## src/rtl/mips_hilo_pkg.sv

```systemverilog
// Shared types for the HI/LO multiply/divide unit: op codes, FSM states and
// the iteration-counter width helper.
package mips_hilo_pkg;

   typedef enum logic [2:0] {
      OP_MULT  = 3'd0,
      OP_MULTU = 3'd1,
      OP_DIV   = 3'd2,
      OP_DIVU  = 3'd3,
      OP_MTHI  = 3'd4,
      OP_MTLO  = 3'd5,
      OP_RSV6  = 3'd6,
      OP_RSV7  = 3'd7
   } hilo_op_t;

   typedef enum logic [1:0] {
      ST_IDLE = 2'd0,
      ST_MUL  = 2'd1,
      ST_DIV  = 2'd2,
      ST_FIX  = 2'd3
   } hilo_state_t;

   localparam int HILO_WIDTH_DEFAULT = 32;
   localparam int HILO_CNT_W_DEFAULT = $clog2(HILO_WIDTH_DEFAULT);

   function automatic int hilo_cnt_w(input int width);
      return (width > 1) ? $clog2(width) : 1;
   endfunction

endpackage

```

## src/rtl/mips_hilo_iter_core.sv

```systemverilog
// Shared iterative datapath: one 2W-bit shift register and one adder that do
// either a shift-add multiply step or a restoring-divide step per cycle.
module mips_hilo_iter_core
   import mips_hilo_pkg::*;
#(
   parameter int WIDTH = HILO_WIDTH_DEFAULT
) (
   input  logic               clk,
   input  logic               reset,
   input  logic               en,
   input  logic               load,
   input  logic               step,
   input  logic               div_mode,
   input  logic [WIDTH-1:0]   load_lo,
   input  logic [WIDTH-1:0]   load_opnd,
   output logic [2*WIDTH-1:0] acc
);

   logic [WIDTH-1:0]   opnd;
   logic [WIDTH-1:0]   acc_hi;
   logic [WIDTH:0]     base;
   logic [WIDTH:0]     addend;
   logic               cin;
   logic [WIDTH+1:0]   sum;
   logic               ge;
   logic [2*WIDTH-1:0] acc_next;

   assign acc_hi = acc[2*WIDTH-1:WIDTH];

   // Divide subtracts via inverted addend plus carry-in; the carry out of the
   // extra top bit is the "partial remainder >= divisor" decision.
   always_comb begin
      base   = {1'b0, acc_hi};
      addend = {1'b0, opnd};
      cin    = 1'b0;
      if (div_mode) begin
         base   = {acc_hi, acc[WIDTH-1]};
         addend = ~{1'b0, opnd};
         cin    = 1'b1;
      end
      sum = {1'b0, base} + {1'b0, addend} + {{(WIDTH+1){1'b0}}, cin};
      ge  = sum[WIDTH+1];
      if (div_mode) begin
         if (ge)
            acc_next = {sum[WIDTH-1:0], acc[WIDTH-2:0], 1'b1};
         else
            acc_next = {base[WIDTH-1:0], acc[WIDTH-2:0], 1'b0};
      end else begin
         if (acc[0])
            acc_next = {sum[WIDTH:0], acc[WIDTH-1:1]};
         else
            acc_next = {1'b0, acc_hi, acc[WIDTH-1:1]};
      end
   end

   always_ff @(posedge clk or posedge reset) begin
      if (reset) begin
         acc  <= '0;
         opnd <= '0;
      end else if (en) begin
         if (load) begin
            acc  <= {{WIDTH{1'b0}}, load_lo};
            opnd <= load_opnd;
         end else if (step) begin
            acc  <= acc_next;
         end
      end
   end

endmodule

```

## src/rtl/mips_hilo_muldiv_unit.sv

```systemverilog
// HI/LO multiply/divide unit: FSM, sign handling, single-cycle op stage,
// HI/LO registers and the valid/ready/busy/done handshake.
//
// state | meaning
// IDLE  | op_ready high; accepts ops, single-cycle ops retire from here
// MUL   | one shift-add multiply step per enabled cycle, WIDTH steps
// DIV   | one restoring-divide step per enabled cycle, WIDTH steps
// FIX   | apply result signs, write HI/LO, return to IDLE
module mips_hilo_muldiv_unit
   import mips_hilo_pkg::*;
#(
   parameter int WIDTH     = HILO_WIDTH_DEFAULT,
   parameter bit FAST_MULT = 1'b0
) (
   input  logic             clk,
   input  logic             reset,
   input  logic             clk_enable,
   input  logic             op_valid,
   input  logic [2:0]       op_code,
   input  logic [WIDTH-1:0] op_a,
   input  logic [WIDTH-1:0] op_b,
   output logic             op_ready,
   output logic             busy,
   output logic             done,
   output logic             div_by_zero,
   output logic [WIDTH-1:0] hi,
   output logic [WIDTH-1:0] lo
);

   localparam int               CNT_W    = hilo_cnt_w(WIDTH);
   localparam logic [CNT_W-1:0] CNT_LAST = CNT_W'(WIDTH - 1);

   hilo_state_t        state, state_nx;
   hilo_op_t           op;
   logic [CNT_W-1:0]   cnt;
   logic               accept;
   logic               is_signed;
   logic               a_neg, b_neg;
   logic [WIDTH-1:0]   a_mag, b_mag;
   logic               iterating;

   logic               core_load, core_div;
   logic [WIDTH-1:0]   core_lo, core_opnd;
   logic [2*WIDTH-1:0] acc;
   logic               fix_div, neg_lo, neg_hi;
   logic [2*WIDTH-1:0] fix_prod;
   logic [2*WIDTH-1:0] fast_prod;

   logic               pn_valid, pn_whi, pn_wlo, pn_dbz;
   logic [WIDTH-1:0]   pn_hi, pn_lo;
   logic               p_valid, p_whi, p_wlo, p_dbz;
   logic [WIDTH-1:0]   p_hi, p_lo;

   logic               wr_done, wr_dbz, wr_hi, wr_lo;
   logic [WIDTH-1:0]   new_hi, new_lo;

   assign op        = hilo_op_t'(op_code);
   assign op_ready  = (state == ST_IDLE);
   assign busy      = (state != ST_IDLE);
   assign accept    = op_valid & op_ready & clk_enable;
   assign iterating = (state == ST_MUL) || (state == ST_DIV);

   assign is_signed = (op == OP_MULT) || (op == OP_DIV);
   assign a_neg     = is_signed & op_a[WIDTH-1];
   assign b_neg     = is_signed & op_b[WIDTH-1];
   assign a_mag     = a_neg ? -op_a : op_a;
   assign b_mag     = b_neg ? -op_b : op_b;

   // Sign-extended operands give the correct 2W-bit product modulo 2^2W for
   // both signed and unsigned multiplies.
   if (FAST_MULT) begin : g_fast
      logic [2*WIDTH-1:0] fa, fb;
      assign fa        = {{WIDTH{a_neg}}, op_a};
      assign fb        = {{WIDTH{b_neg}}, op_b};
      assign fast_prod = fa * fb;
   end else begin : g_iter_only
      assign fast_prod = '0;
   end

   mips_hilo_iter_core #(.WIDTH(WIDTH)) u_core (
      .clk       (clk),
      .reset     (reset),
      .en        (clk_enable),
      .load      (core_load),
      .step      (iterating),
      .div_mode  (core_div),
      .load_lo   (core_lo),
      .load_opnd (core_opnd),
      .acc       (acc)
   );

   always_comb begin
      state_nx  = state;
      core_load = 1'b0;
      core_div  = (state == ST_DIV);
      core_lo   = b_mag;
      core_opnd = a_mag;
      pn_valid  = 1'b0;
      pn_whi    = 1'b0;
      pn_wlo    = 1'b0;
      pn_dbz    = 1'b0;
      pn_hi     = op_a;
      pn_lo     = op_a;
      case (state)
         ST_IDLE: begin
            if (accept) begin
               case (op)
                  OP_MULT, OP_MULTU: begin
                     if (FAST_MULT) begin
                        pn_valid       = 1'b1;
                        pn_whi         = 1'b1;
                        pn_wlo         = 1'b1;
                        {pn_hi, pn_lo} = fast_prod;
                     end else begin
                        state_nx  = ST_MUL;
                        core_load = 1'b1;
                        core_div  = 1'b0;
                     end
                  end
                  OP_DIV, OP_DIVU: begin
                     if (op_b == '0) begin
                        pn_valid = 1'b1;
                        pn_dbz   = 1'b1;
                     end else begin
                        state_nx  = ST_DIV;
                        core_load = 1'b1;
                        core_div  = 1'b1;
                        core_lo   = a_mag;
                        core_opnd = b_mag;
                     end
                  end
                  OP_MTHI: begin
                     pn_valid = 1'b1;
                     pn_whi   = 1'b1;
                  end
                  OP_MTLO: begin
                     pn_valid = 1'b1;
                     pn_wlo   = 1'b1;
                  end
                  default: ;
               endcase
            end
         end
         ST_MUL, ST_DIV: begin
            if (cnt == CNT_LAST)
               state_nx = ST_FIX;
         end
         ST_FIX:  state_nx = ST_IDLE;
         default: state_nx = ST_IDLE;
      endcase
   end

   assign fix_prod = neg_lo ? -acc : acc;

   always_comb begin
      wr_done = 1'b0;
      wr_dbz  = 1'b0;
      wr_hi   = 1'b0;
      wr_lo   = 1'b0;
      new_hi  = p_hi;
      new_lo  = p_lo;
      if (state == ST_FIX) begin
         wr_done = 1'b1;
         wr_hi   = 1'b1;
         wr_lo   = 1'b1;
         if (fix_div) begin
            new_lo = neg_lo ? -acc[WIDTH-1:0] : acc[WIDTH-1:0];
            new_hi = neg_hi ? -acc[2*WIDTH-1:WIDTH] : acc[2*WIDTH-1:WIDTH];
         end else begin
            new_lo = fix_prod[WIDTH-1:0];
            new_hi = fix_prod[2*WIDTH-1:WIDTH];
         end
      end else if (p_valid) begin
         wr_done = 1'b1;
         wr_dbz  = p_dbz;
         wr_hi   = p_whi;
         wr_lo   = p_wlo;
      end
   end

   always_ff @(posedge clk or posedge reset) begin
      if (reset) begin
         state   <= ST_IDLE;
         cnt     <= '0;
         fix_div <= 1'b0;
         neg_lo  <= 1'b0;
         neg_hi  <= 1'b0;
      end else if (clk_enable) begin
         state <= state_nx;
         cnt   <= (iterating && cnt != CNT_LAST) ? cnt + CNT_W'(1) : '0;
         if (core_load) begin
            fix_div <= core_div;
            neg_lo  <= a_neg ^ b_neg;
            neg_hi  <= a_neg;
         end
      end
   end

   // Single-cycle ops are staged for one edge so they retire at accept+1.
   always_ff @(posedge clk or posedge reset) begin
      if (reset) begin
         p_valid <= 1'b0;
         p_whi   <= 1'b0;
         p_wlo   <= 1'b0;
         p_dbz   <= 1'b0;
         p_hi    <= '0;
         p_lo    <= '0;
      end else if (clk_enable) begin
         p_valid <= pn_valid;
         p_whi   <= pn_whi;
         p_wlo   <= pn_wlo;
         p_dbz   <= pn_dbz;
         p_hi    <= pn_hi;
         p_lo    <= pn_lo;
      end
   end

   always_ff @(posedge clk or posedge reset) begin
      if (reset) begin
         hi          <= '0;
         lo          <= '0;
         done        <= 1'b0;
         div_by_zero <= 1'b0;
      end else if (clk_enable) begin
         if (wr_hi) hi <= new_hi;
         if (wr_lo) lo <= new_lo;
         done        <= wr_done;
         div_by_zero <= wr_dbz;
      end
   end

endmodule

```

## config.mk

```make
export PLATFORM = sky130hd
export DESIGN_NAME = mips_hilo_muldiv_unit
export DESIGN_NICKNAME = d
export VERILOG_FILES = /design/src/rtl/mips_hilo_pkg.sv /design/src/rtl/mips_hilo_iter_core.sv /design/src/rtl/mips_hilo_muldiv_unit.sv
export SDC_FILE = /design/constraint.sdc
export NUM_CORES = 1
export LEC_CHECK = 0
export BUFFER_PORTS_ARGS = -buffer_cell sky130_fd_sc_hd__buf_2
export CORE_MARGIN = 8
export CORE_UTILIZATION = 61
export DETAILED_ROUTE_END_ITERATION = 12
export PLACE_DENSITY = 0.81
export SLEW_MARGIN = 15
export SYNTH_ARGS = -nofsm -noshare
export SYNTH_HDL_FRONTEND = slang
export SYNTH_SLANG_ARGS = --single-unit
```

## constraint.sdc

```tcl
create_clock -name clk -period 11.5 [get_ports clk]
set_input_delay 3.45 -clock clk [delete_from_list [all_inputs] [get_ports clk]]
set_output_delay 3.45 -clock clk [all_outputs]
set_load 0.01 [all_outputs]
```

==> results.toml <==
[floorplan]
die_h_um = 177
die_w_um = 177
num_rows = 59
io_pins = 139
initial_core_util_pct = 61.3
die_area_um2 = 31300
core-area_um2 = 25800

[run]
cap_violations = 0

[route]
routed_wl_um = 55500
vias = 15300
first_iter_violations = 2220
first_pass_iters = 8
drc_errors = 0
antenna_left = 0
viasPerCell = 6.75
wl_per_cell_um = 24.4

[clock_tree]
ctsHoldBuffers = 0
htree_levels = 1
cts_sinks = 208
cts_tree = "yes"
cts_resized = 0
cts_setup_buffers = 0
cts_buffers = 24
clock_latency_ns = 0.55
root_buffer = "clkbuf_16"
clk_pin_slew_ns = 0.06
clockBufferDepth = 3

[synth]
synth_enable_flop_cells = 0
synth_seq_cells = 208
yosys_warnings = 0
synth.avg_cell_area_um2 = 8.36
syn_inst = 1887
yosysSeqAreaShare_pct = 33.0
synthesis.nets = 2002
postSynth.asyncResetShare_pct = 100
synth_area_um2 = 15800
synth_ff_type = "dfrtp_1"
yosysUniqueCellTypes = 81

[grt]
grt_use_met1_pct = 45.1
met3_usage_pct = 7.23
grt_max_degree = 136
gr-usage-met2_pct = 52.4
grt_pass1_wl_um = 84400
grt_pass1_vias = 14400
grt.overflow.total = 0
antenna_found_initial = 1
top_usage_layer = "met2"
grt_usage_pct = 34.4

[timing]
slew_headroom_pct = 26.4
final_hold_viol_count = 0
finClkSkew_ns = 0.0251
max_clock_freq_ghz = 0.107
tightest_slew_ns = 1.10
maxSlewViolCount = 0
grt_setup_unrepaired = "false"
setup_violations = 0
final.setup.tns_ns = 0
setup_ws_ns = 2.16
timing.final.crit_share_pct = 81.3
post-route-min-period_ns = 9.34

[placement]
io_buffer_count = 138
gp_congestion = 1.02
placed_area_um2 = 16500
pre_cts_ws_ns = 1.79
dp_hpwl_um = 41200

[cells_and_area]
final_common_cell = "nand2_1"
layout_common_cells = "nand2_1, dfrtp_1, o21ai_0, buf_2, a21oi_1"
drive_gt1_share_pct = 15.1
fin_util_pct = 67.0
syn_to_final_growth_pct = 9.42
fillCellCount = 2112
fin_nets = 2034
design_area_um2 = 17300

[power_and_ir_drop]
p_per_area_nw_per_um2 = 318
p_leak_nw = 7.34
peakVddDrop_mv = 0.167
p_total_mw = 5.50

[setup_path]
worstPathRequired_ns = 11.93
crit_path_end_kind = "register"
arrival_ns = 9.77
reg2reg_depth = 18
critPathMaxFanout = 33
critPathKind = "input port to register"
start_kind = "input port"

[hold_path]
min_path_type = "register to register"
min_path_cells = 1

[run_status]
status = "finished, final reports clean"
[stage by stage]
stage | hold slack [ns] | instances
global route | 0.496 | 2272
CTS | 0.474 | 2272
global placement | 0.455 | 2228
detailed placement | 0.460 | 2228
floorplan | 0.449 | 1887
finish | 0.469 | 2273
[cells in the mapped netlist, drive strengths merged (20+ instances only)]
cell    number  area (um^2)
nand2      238          898
o21ai      210         1060
dfrtp      208         5200
a21oi      134          674
nor2       122          458
clkbuf     110          413
xnor2      105          920
xor2        79          692
mux2        59          668
mux2i       59          591
ha          43          538
a211oi      40          310
a21o        40          300
nor3        38          195
o211ai      37          278
buf         35          165
nor2b       31          194
inv         30          113
nand3       20          100
nor4        20          176
o31ai       20          150
[final timing paths]
| kind | endpoint | slack (ns) | startpoint |
|---|---|---|---|
| worst max-delay path | u_core.acc[42] | 2.16 | op_b[0] |
| worst min-delay path | hi[2] | 0.47 | hi[2] |
| worst max register to register | u_core.acc[42] | 5.17 | state[0] |
| worst min register to register | hi[2] | 0.47 | hi[2] |
| max in group asynchronous | lo[12] | 6.79 | reset |
| min in group asynchronous | hi[11] | 3.11 | reset |
[kinds of logic (layout without fill, tap and decap cells)]
group                      after synthesis  count (layout)  share of synthesized area (%)
adders and majority gates               44              44                           3.54
muxes                                  118             118                           7.98
DFF                                    208             208                           33.0
xor gates and xnor gates               184             184                           10.2
buffers and inverters                  175             225                           4.38
and+or+nand+nor                        556             556                           16.7
other                                    0               1                              0
AOI/OAI and AO/OA                      602             602                           24.2
[where the power goes]
part	internal, mW	switching (mW)	total (mW)
combinational	1.27	1.98	3.26
sequential	1.02	0.426	1.45
clock	0.462	0.334	0.796
total	2.76	2.74	5.50
[cell type report]
class / instances / area [um^2] / share of cell area, %
Antenna cell: 1 / 2.50 / 0.0145
Clock buffer: 30 / 674 / 3.91
Clock inverter: 14 / 135 / 0.783
Inverter: 30 / 120 / 0.696
Multi-Input combinational cell: 1504 / 9920 / 57.5
Sequential cell: 208 / 5200 / 30.1
Tap cell: 335 / 419 / 2.43
Timing Repair Buffer: 151 / 788 / 4.56
[critical path: stages]
cell and delay [ns]:
buf_2 0.13, inv_1 0.06, ha_1 0.20, nor4b_2 0.34, nand2_1 0.17, nor4_1 0.81, a21oi_2 0.11, buf_4 0.28
nor2_4 0.84, xnor2_1 0.15, ha_1 0.40, a21oi_1 0.33, nor3b_1 0.10, o311ai_0 0.56, o21a_1 0.28, nor3b_2 0.26
o21ai_2 0.10, nand2_2 0.53, mux2_2 0.41, o21ai_0 0.17, o21ai_1 0.08
[per-layer routing]
| metal | vias up | part of all wire [%] | wire length [um] |
|---|---|---|---|
| met5 | - | 0.031 | 17 |
| met1 | 7359 | 39 | 21700 |
| met3 | 214 | 11 | 5970 |
| li1 | 6857 | - | - |
| met2 | 901 | 44 | 24400 |
| met4 | 2 | 6.1 | 3390 |
[registers in the layout (all words and copies together), names as in the netlist, 2 cells and up]
register / flops
u_core.acc: 64
u_core.opnd: 32
cnt: 5
state: 2
lo: 32
p_lo: 32
hi: 32
No activity file was read; power rests on OpenSTA's default activity.
